==> src/rtl/pe_ctrl_pkg.sv <==
// Shared types for the unary-rate PE array tile sequencer: FSM states, the
// control bundle driven into the corner PE, and its per-state decode.
package pe_ctrl_pkg;

  localparam int IWIDTH_DEF = 16;
  localparam int KWIDTH_DEF = 16;
  localparam int DWIDTH_DEF = 8;

  typedef enum logic [2:0] {
    IDLE   = 3'd0,
    WLOAD  = 3'd1,
    IFETCH = 3'd2,
    MAC    = 3'd3,
    DRAIN  = 3'd4,
    DONE   = 3'd5,
    CLR    = 3'd6
  } state_t;

  typedef struct packed {
    logic en_i;
    logic clr_i;
    logic en_w;
    logic clr_w;
    logic en_o;
    logic clr_o;
    logic mac_done;
  } ctrl_t;

  localparam ctrl_t CTRL_IDLE = '0;

  // mac_done depends on counters as well as state, so the caller fills it in.
  function automatic ctrl_t ctrl_decode(state_t s);
    ctrl_t c;
    c = CTRL_IDLE;
    case (s)
      WLOAD:   begin c.en_w = 1'b1; c.clr_o = 1'b1; end
      IFETCH:  c.en_i = 1'b1;
      MAC:     c.en_o = 1'b1;
      DONE:    begin c.clr_i = 1'b1; c.clr_w = 1'b1; end
      CLR:     begin c.clr_i = 1'b1; c.clr_w = 1'b1; c.clr_o = 1'b1; end
      default: c = CTRL_IDLE;
    endcase
    return c;
  endfunction

endpackage

==> src/rtl/pe_ctrl_cnt.sv <==
// Up-counter with synchronous clear, increment and terminal-count compare.
// LOOKAHEAD=1 compares the value the counter will hold after this edge.
module pe_ctrl_cnt #(
  parameter int W         = 8,
  parameter bit LOOKAHEAD = 1'b0
) (
  input  logic         clk,
  input  logic         rst_n,
  input  logic         clr,
  input  logic         inc,
  input  logic [W-1:0] tc_val,
  output logic         tc
);

  logic [W-1:0] cnt_q;
  logic [W-1:0] cnt_d;

  always_comb begin
    cnt_d = cnt_q;
    if (clr) begin
      cnt_d = '0;
    end else if (inc) begin
      cnt_d = cnt_q + 1'b1;
    end
  end

  always_ff @(posedge clk or negedge rst_n) begin
    if (!rst_n) begin
      cnt_q <= '0;
    end else begin
      cnt_q <= cnt_d;
    end
  end

  assign tc = LOOKAHEAD ? (cnt_d == tc_val) : (cnt_q == tc_val);

endmodule

==> src/rtl/pe_ctrl_unary.sv <==
// Tile sequencer for the unary-rate systolic PE array: weight load, K ifm
// fetch + L-cycle MAC steps, skew drain, done. All outputs are registered.
module pe_ctrl_unary
  import pe_ctrl_pkg::*;
#(
  parameter int IWIDTH = IWIDTH_DEF,
  parameter int KWIDTH = KWIDTH_DEF,
  parameter int DWIDTH = DWIDTH_DEF
) (
  input  logic              clk,
  input  logic              rst_n,
  input  logic              start,
  input  logic              abort,
  input  logic [IWIDTH-2:0] cfg_mac,
  input  logic [KWIDTH-1:0] cfg_k,
  input  logic [DWIDTH-1:0] cfg_drain,
  output logic              busy,
  output logic              done,
  output logic              ifm_req,
  output logic              en_i,
  output logic              clr_i,
  output logic              en_w,
  output logic              clr_w,
  output logic              en_o,
  output logic              clr_o,
  output logic              mac_done,
  output logic [2:0]        dbg_state
);

  // start is a level sampled only in IDLE with no ready; busy low means the
  // next start will be taken. abort is honoured in every non-IDLE state.
  state_t state_q, state_d;
  logic [IWIDTH-2:0] cfg_mac_q, cfg_mac_d;
  logic [KWIDTH-1:0] cfg_k_q, cfg_k_d;
  logic [DWIDTH-1:0] cfg_drain_q, cfg_drain_d;
  ctrl_t ctrl_q, ctrl_d;
  logic busy_q, busy_d, done_q, done_d, ifm_req_q, ifm_req_d;
  logic cyc_last_q, cyc_last_d;
  logic cyc_tc, k_tc, drain_tc;
  logic accept;

  logic [IWIDTH-2:0] mac_tc_val;
  logic [KWIDTH-1:0] k_tc_val;
  logic [DWIDTH-1:0] drain_tc_val;

  // cfg_mac==0 wraps to all-ones, giving the full 2^(IWIDTH-1) cycle MAC.
  assign mac_tc_val   = cfg_mac_q - 1'b1;
  assign k_tc_val     = (cfg_k_q == '0) ? '0 : cfg_k_q - 1'b1;
  assign drain_tc_val = cfg_drain_q - 1'b1;

  assign accept = (state_q == IDLE) && start && !abort;

  pe_ctrl_cnt #(.W(IWIDTH-1), .LOOKAHEAD(1'b1)) u_cyc_cnt (
    .clk    (clk),
    .rst_n  (rst_n),
    .clr    (state_q == IFETCH),
    .inc    (state_q == MAC),
    .tc_val (mac_tc_val),
    .tc     (cyc_tc)
  );

  pe_ctrl_cnt #(.W(KWIDTH), .LOOKAHEAD(1'b0)) u_k_cnt (
    .clk    (clk),
    .rst_n  (rst_n),
    .clr    (state_q == WLOAD),
    .inc    ((state_q == MAC) && cyc_last_q && !k_tc),
    .tc_val (k_tc_val),
    .tc     (k_tc)
  );

  pe_ctrl_cnt #(.W(DWIDTH), .LOOKAHEAD(1'b0)) u_drain_cnt (
    .clk    (clk),
    .rst_n  (rst_n),
    .clr    (state_q != DRAIN),
    .inc    (state_q == DRAIN),
    .tc_val (drain_tc_val),
    .tc     (drain_tc)
  );

  always_comb begin
    state_d     = state_q;
    cfg_mac_d   = cfg_mac_q;
    cfg_k_d     = cfg_k_q;
    cfg_drain_d = cfg_drain_q;
    if (accept) begin
      cfg_mac_d   = cfg_mac;
      cfg_k_d     = cfg_k;
      cfg_drain_d = cfg_drain;
    end
    case (state_q)
      IDLE:    if (accept) state_d = WLOAD;
      WLOAD:   state_d = IFETCH;
      IFETCH:  state_d = MAC;
      MAC: begin
        if (cyc_last_q) begin
          if (!k_tc)                    state_d = IFETCH;
          else if (cfg_drain_q == '0)   state_d = DONE;
          else                          state_d = DRAIN;
        end
      end
      DRAIN:   if (drain_tc) state_d = DONE;
      DONE:    state_d = IDLE;
      CLR:     state_d = IDLE;
      default: state_d = IDLE;
    endcase
    if (abort && (state_q != IDLE)) begin
      state_d = CLR;
    end
  end

  // Outputs are decoded from the next state, so they line up with the state
  // they describe; cyc_tc looks ahead to the counter value of that state.
  always_comb begin
    ctrl_d          = ctrl_decode(state_d);
    ctrl_d.mac_done = (state_d == MAC) && cyc_tc && k_tc;
    busy_d          = (state_d != IDLE);
    done_d          = (state_d == DONE);
    ifm_req_d       = (state_d == IFETCH);
    cyc_last_d      = cyc_tc;
  end

  always_ff @(posedge clk or negedge rst_n) begin
    if (!rst_n) begin
      state_q     <= IDLE;
      cfg_mac_q   <= '0;
      cfg_k_q     <= '0;
      cfg_drain_q <= '0;
      ctrl_q      <= CTRL_IDLE;
      busy_q      <= 1'b0;
      done_q      <= 1'b0;
      ifm_req_q   <= 1'b0;
      cyc_last_q  <= 1'b0;
    end else begin
      state_q     <= state_d;
      cfg_mac_q   <= cfg_mac_d;
      cfg_k_q     <= cfg_k_d;
      cfg_drain_q <= cfg_drain_d;
      ctrl_q      <= ctrl_d;
      busy_q      <= busy_d;
      done_q      <= done_d;
      ifm_req_q   <= ifm_req_d;
      cyc_last_q  <= cyc_last_d;
    end
  end

  assign busy      = busy_q;
  assign done      = done_q;
  assign ifm_req   = ifm_req_q;
  assign en_i      = ctrl_q.en_i;
  assign clr_i     = ctrl_q.clr_i;
  assign en_w      = ctrl_q.en_w;
  assign clr_w     = ctrl_q.clr_w;
  assign en_o      = ctrl_q.en_o;
  assign clr_o     = ctrl_q.clr_o;
  assign mac_done  = ctrl_q.mac_done;
  assign dbg_state = state_q;

endmodule

==> config.mk <==
export PLATFORM = sky130hd
export DESIGN_NAME = pe_ctrl_unary
export DESIGN_NICKNAME = d
export VERILOG_FILES = /design/src/rtl/pe_ctrl_pkg.sv /design/src/rtl/pe_ctrl_cnt.sv /design/src/rtl/pe_ctrl_unary.sv
export SDC_FILE = /design/constraint.sdc
export NUM_CORES = 1
export LEC_CHECK = 0
export ABC_AREA = 1
export CORE_ASPECT_RATIO = 0.8
export CORE_UTILIZATION = 61
export CTS_BUF_LIST = sky130_fd_sc_hd__clkbuf_2
export CTS_CLUSTER_SIZE = 25
export DETAILED_ROUTE_END_ITERATION = 16
export PLACE_DENSITY_LB_ADDON = 0.3
export SLEW_MARGIN = 25
export SYNTH_ARGS = -nofsm -noshare
export SYNTH_HDL_FRONTEND = slang
export SYNTH_SLANG_ARGS = --single-unit
==> constraint.sdc <==
create_clock -name clk -period 6.1 [get_ports clk]
set_input_delay 0.915 -clock clk [delete_from_list [all_inputs] [get_ports clk]]
set_output_delay 0.915 -clock clk [all_outputs]
set_load 0.02 [all_outputs]
==> impl_metrics.yaml, run 1 <==
clock_network:
  root_buffer: "clkbuf_2"
  cts_resized: 0
  post_cts_buffers: 0
  cts-htree-levels: 3
  cts_tree: "built"
  hold_buffers: 0
  clkLatencyLatePin_ns: 0.57
  cts_inserted_buffers: 9
  clk_pin_slew_ns: 0.23
  clock_sinks: 90
  clk_path_buf_depth: 2
worst_setup_path:
  cp_cell_sequence: "inv_1 -> ha_1 -> nand2_2 -> nor2_1 -> nand2_1 -> nand4_1 -> nand2_1 -> nor2_1 -> nand2_1 -> nor2_2 -> nand2_1 -> nand3_2 -> nand2_2 -> a21oi_1 -> a21oi_1"
  worst_path_most_repeated_cell: "nand2_1"
  cp-start-kind: "flip-flop"
  cp_slowest_cell: "nand2_1"
  endpoint_kind: "flip-flop"
  slowest_delay_ns: 0.55
  crit_arrival_ns: 3.76
  crit_type: "flip-flop to flip-flop"
  cp_max_fo: 30
  crit_required_ns: 6.57
  cpLargestDelayFamily: "simple AND/OR/NAND/NOR gates"
  path_buf_inv: 1
grt:
  grt_pass1_wl_um: 22100
  grt_usage_pct: 30.7
  antenna_found_initial: 0
  first_global_vias: 4622
  overflow: 0
  grt_max_degree: 70
sta:
  skew_ns: 0.0242
  hold_violations: 0
  setup_violations: 0
  min_period_ns: 3.30
  finalSetupTns_ns: 0
  drv_slew: 0
  slew_headroom_pct: 37.2
  post-route-period-util_pct: 54.1
  rsz0062_at_grt: "no"
  fin_ws_ns: 2.80
  fmax_ghz: 0.303
  tightestPinTransition_ns: 0.939
drt:
  drcViolationCount: 0
  first_pass_iters: 5
  ant_nets: 0
  drt-initial-drc-count: 617
  wl_per_cell_um: 14.4
  avgViaCountPerCell: 5.54
  vias: 5256
  wirelength_um: 13600
die:
  dieArea_um2: 9580
  ios: 56
  core_area_um2: 8710
  die_h_um: 87.7
  fp-row-count: 30
  start_util_pct: 64.4
  fp.dieW_um: 109
synthesis:
  yosysUniqueCellTypes: 36
  yosys_warnings: 0
  syn_avg_cell_area_um2: 7.17
  synth-seq-area-share_pct: 40.2
  synth_area_um2: 5600
  postSynthCellCount: 782
  synth_seq_cells: 90
  synth_nets: 832
placement:
  place_ws_ns: 2.86
  dpl.hpwl_um: 10700
  io_buffers: 55
  gp_congestion: 0.942
power:
  powerDensity_nw_per_um2: 384
  p_total_w: 0.00242
  irDropWorstVdd_uv: 275
  p_leak_nw: 2.97
final_layout:
  num-nets-final: 883
  syn2layout_area_growth_pct: 12.6
  n_antenna_cell: 0
  drive_above_1_share_pct: 5.74
  final_cell_mix: "nand2_1, inv_1, dfrtp_1"
  final_common_cell: "nand2_1"
  nFillCells: 700
run_status:
  run_status: "complete, no violations"
min_path:
  worst_hold_path_type: "primary input to async pin"
flow_run:
  max_cap_viol_count: 0
final timing paths:
path                                 startpoint                    to  slack, ns  cells after the start
setup / recovery                     cfg_k_q[0]      u_k_cnt.cnt_q[6]       2.80                     15
hold / removal                            rst_n     u_k_cnt.cnt_q[10]       0.18                      1
setup reg to reg                     cfg_k_q[0]      u_k_cnt.cnt_q[6]       2.80                     15
hold reg to reg            u_drain_cnt.cnt_q[0]  u_drain_cnt.cnt_q[0]       0.53                      1
max in group asynchronous                 rst_n            cfg_k_q[2]       4.77                      2
min in group clk           u_drain_cnt.cnt_q[0]  u_drain_cnt.cnt_q[0]       0.53                      1
power by group:
group | internal, W | switching [W] | total, W
logic | 0.000451 | 0.000742 | 0.00119
clock network | 0.0000928 | 0.000193 | 0.000286
registers | 0.000763 | 0.000182 | 0.000945
total | 0.00131 | 0.00112 | 0.00242
logic make-up (layout without fill, tap and decap cells):
group,after synthesis,after routing,synth area share (%)
AND/OR/NAND/NOR,459,459,36.7
adder cells (fa/ha/maj),7,7,1.56
XOR/XNOR,47,47,7.35
buffers and inverters,113,167,8.17
flip-flops,90,90,40.2
AO/OA/AOI/OAI,66,66,6.01
cells in the mapped netlist:
library cell  number  share of area [%]
nand4_1           23                2.6
buf_4              2               0.27
nand3_1           65                5.8
or2_1              1               0.11
clkbuf_1           7               0.47
and2_1             1               0.11
ha_1               7                1.6
clkinv_1           1              0.067
xnor2_1           16                2.5
nor4_1             6               0.67
nor3b_1            2               0.27
a21oi_1           11               0.98
nand2_1          222                 15
nand3b_1           3               0.40
buf_6              3               0.60
nor3_2             1               0.18
nand4_2            4               0.89
nor3_1            24                2.1
buf_2              3               0.27
nand3_2            3               0.54
o21a_1             1               0.13
nor2_1            81                5.4
and2_0             1               0.11
dfrtp_1           90                 40
o21ai_1           14                1.3
nand2_2            5               0.56
inv_1             93                6.2
inv_2              2               0.13
nor2_2             7               0.78
nor2_4             2               0.40
and3_1             3               0.33
buf_1              2               0.13
or2_2              5               0.56
a31o_2             1               0.16
xor2_1            31                4.8
o21ai_0           39                3.5
final cells by class:
| type | count | area [µm²] | area share [%] |
|---|---|---|---|
| timing repair buffer | 57 | 563 | 8.92 |
| multi-input combinational | 579 | 2900 | 45.9 |
| sequential | 90 | 2250 | 35.7 |
| clock inverter | 3 | 42.5 | 0.674 |
| clock buffer | 11 | 55.1 | 0.872 |
| tap | 112 | 140 | 2.22 |
| inverter | 96 | 360 | 5.71 |
flip-flops by register name (all words and copies together) (netlist names), 3 cells and up:
name	cells
u_drain_cnt.cnt_q	8
cfg_drain_q	8
u_k_cnt.cnt_q	16
cfg_mac_q	15
u_cyc_cnt.cnt_q	15
cfg_k_q	16
dbg_state	3
metrics by stage:
step / cells / utilization (%) / cell area, µm² / hold WS (ns)
floorplan: 782 / - / 5600 / 0.474
global placement: 934 / 71.4 / 6210 / 0.501
detailed placement: 934 / 71.4 / 6210 / 0.506
CTS: 948 / 72.5 / 6310 / 0.161
global route: 948 / 72.5 / 6310 / 0.142
finish: 948 / 72.5 / 6310 / 0.178
metal layers:
layer	routed length [µm]	vias to the layer above	global-route usage, %
li1	-	2605	-
met1	6740	2445	46.2
met2	5720	188	43.5
met3	1010	18	8.11
met4	183	0	7.99
met5	0	-	0
Note: power is estimated with default switching activity, not from simulation.
==> inputs of run 2 (changes only) <==
--- a/config.mk
+++ b/config.mk
@@ -7,7 +7,7 @@
 export LEC_CHECK = 0
 export ABC_AREA = 1
 export CORE_ASPECT_RATIO = 0.8
-export CORE_UTILIZATION = 61
+export CORE_UTILIZATION = 54
 export CTS_BUF_LIST = sky130_fd_sc_hd__clkbuf_2
 export CTS_CLUSTER_SIZE = 25
 export DETAILED_ROUTE_END_ITERATION = 16
==> constraint.sdc (replaced) <==
create_clock -name clk -period 2.9 [get_ports clk]
set_input_delay 0.435 -clock clk [delete_from_list [all_inputs] [get_ports clk]]
set_output_delay 0.435 -clock clk [all_outputs]
set_load 0.02 [all_outputs]
==> impl_metrics.yaml, run 2 (synthesis results as in run 1) <==
sta:
  slew_headroom_pct: 58.7
  setup_violations: 0
  post-route-period-util_pct: 89.7
  rsz0062_at_grt: "no"
  skew_ns: 0.0250
  fmax_ghz: 0.385
  tightestPinTransition_ns: 0.614
  finalSetupTns_ns: 0
  drv_slew: 0
  hold_violations: 0
  min_period_ns: 2.60
worst_setup_path:
  worst_path_most_repeated_cell: "nand2_1"
  endpoint_kind: "flip-flop"
  crit_arrival_ns: 3.06
  cpLargestDelayFamily: "simple AND/OR/NAND/NOR gates"
  crit_required_ns: 3.36
  startpoint: "cfg_k_q[0]"
  r2r-end: "u_k_cnt.cnt_q[6]"
  cp_max_fo: 30
  cp-start-kind: "flip-flop"
  r2r_slack_ns: 0.30
  r2r_cells: 17
  crit_type: "flip-flop to flip-flop"
  path_buf_inv: 1
  slowest_delay_ns: 0.41
  rr_startpoint: "cfg_k_q[0]"
  cp_cell_sequence: "inv_1 -> ha_1 -> nand2_2 -> nor2_1 -> nand2_1 -> nand2_1 -> nand3_1 -> nand2_1 -> nand2_1 -> nor2_1 -> nand2_1 -> nor2_2 -> nand2_1 -> nand3_2 -> nand2_4 -> a21oi_1 -> a21oi_1"
  cp_slowest_cell: "dfrtp_1"
grt:
  grt_max_degree: 67
  first_global_vias: 4737
  antenna_found_initial: 0
  grt_pass1_wl_um: 23000
  grt_usage_pct: 27.6
  overflow: 0
power:
  irDropWorstVdd_uv: 422
  p_leak_nw: 3.00
  powerDensity_nw_per_um2: 802
drt:
  met1_length_um: 6830
  drcViolationCount: 0
  topRoutingLayerUsed: "met4"
  avgViaCountPerCell: 5.30
  wl_met2_um: 5600
  vias: 5198
  first_pass_iters: 5
  wl_met3_um: 1140
  drt-initial-drc-count: 365
  ant_nets: 0
  wl_per_cell_um: 14.0
  wirelength_um: 13700
die:
  start_util_pct: 56.9
  ios: 56
  core_area_um2: 9850
  fp-row-count: 32
  die_h_um: 93.1
  fp.dieW_um: 116
  dieArea_um2: 10800
clock_network:
  cts-htree-levels: 3
  clk_pin_slew_ns: 0.24
  post_cts_buffers: 0
  clkLatencyLatePin_ns: 0.58
  root_buffer: "clkbuf_2"
  cts_tree: "built"
  cts_inserted_buffers: 9
  clk_path_buf_depth: 2
  clock_sinks: 90
final_layout:
  n_antenna_cell: 0
  final_common_cell: "nand2_1"
  num-nets-final: 890
  final_cell_mix: "nand2_1, inv_1, dfrtp_1"
  final_core_util_pct: 65.0
  syn2layout_area_growth_pct: 14.3
  nFillCells: 897
  largestRegisters: "cfg_k_q: 16 flops, u_k_cnt.cnt_q: 16 flops"
  drive_above_1_share_pct: 6.39
  final_cell_area_um2: 6400
placement:
  dpl-instance-area_um2: 6300
  dpl.hpwl_um: 10900
  io_buffers: 55
  gp_congestion: 1.00
run_status:
  run_status: "complete, no violations"
flow_run:
  max_cap_viol_count: 0
min_path:
  worst_hold_path_type: "primary input to async pin"
[run 2: cell types whose count changed in the layout (fill, tap and decap cells not counted), sizes merged]
cell         change
clkinv           +2
clkinvlp         +1
bufinv           -1
dlygate4sd3      +1
buf              +6
[run 2: metrics by stage]
step / setup slack (ns) / std cells / total power [W] / hold slack (ns)
floorplan: 0.662 / 782 / 0.00380 / 0.139
global placement: 0.301 / 964 / 0.00448 / 0.445
detailed placement: 0.212 / 964 / 0.00456 / 0.448
CTS: 0.175 / 981 / 0.00511 / 0.318
global route: 0.0214 / 981 / 0.00557 / 0.306
finish: 0.300 / 981 / 0.00513 / 0.341
[run 2: layer usage]
metal | vias up | track usage [%]
met1 | 2363 | 41.9
li1 | 2616 | -
met4 | 0 | 5.56
met3 | 12 | 6.74
met2 | 207 | 39.6
met5 | - | 0
[run 2: final cells by class]
class	count	area, µm²	share of cell area [%]
clock buffers	11	55.1	0.860
clock inverters	5	31.3	0.488
inverters	96	360	5.63
multi-input cells	579	2900	45.3
flip-flops and latches	90	2250	35.2
well taps	136	170	2.66
repair buffers	64	631	9.85
[run 2: worst max-delay path by stage]
stage | to | cells past startpoint
2_1_floorplan | u_k_cnt.cnt_q[7] | 18
5_1_grt | u_k_cnt.cnt_q[7] | 16
6_report | u_k_cnt.cnt_q[6] | 17
3_3_place_gp | u_k_cnt.cnt_q[6] | 17
3_5_place_dp | u_k_cnt.cnt_q[6] | 17
4_1_cts | u_k_cnt.cnt_q[6] | 17
[run 2: timing repair]
action	4_1_cts	5_1_grt
endpoints found under the hold margin	39	0
endpoints found under the setup margin	0	16
gates resized for setup	0	1
hold buffers	1	0
[run 2: report_power, final]
group	internal, W	leakage, nW	switching [W]
logic	0.000976	1.78	0.00161
clock network	0.000115	0.0532	0.000436
registers	0.00161	1.17	0.000388
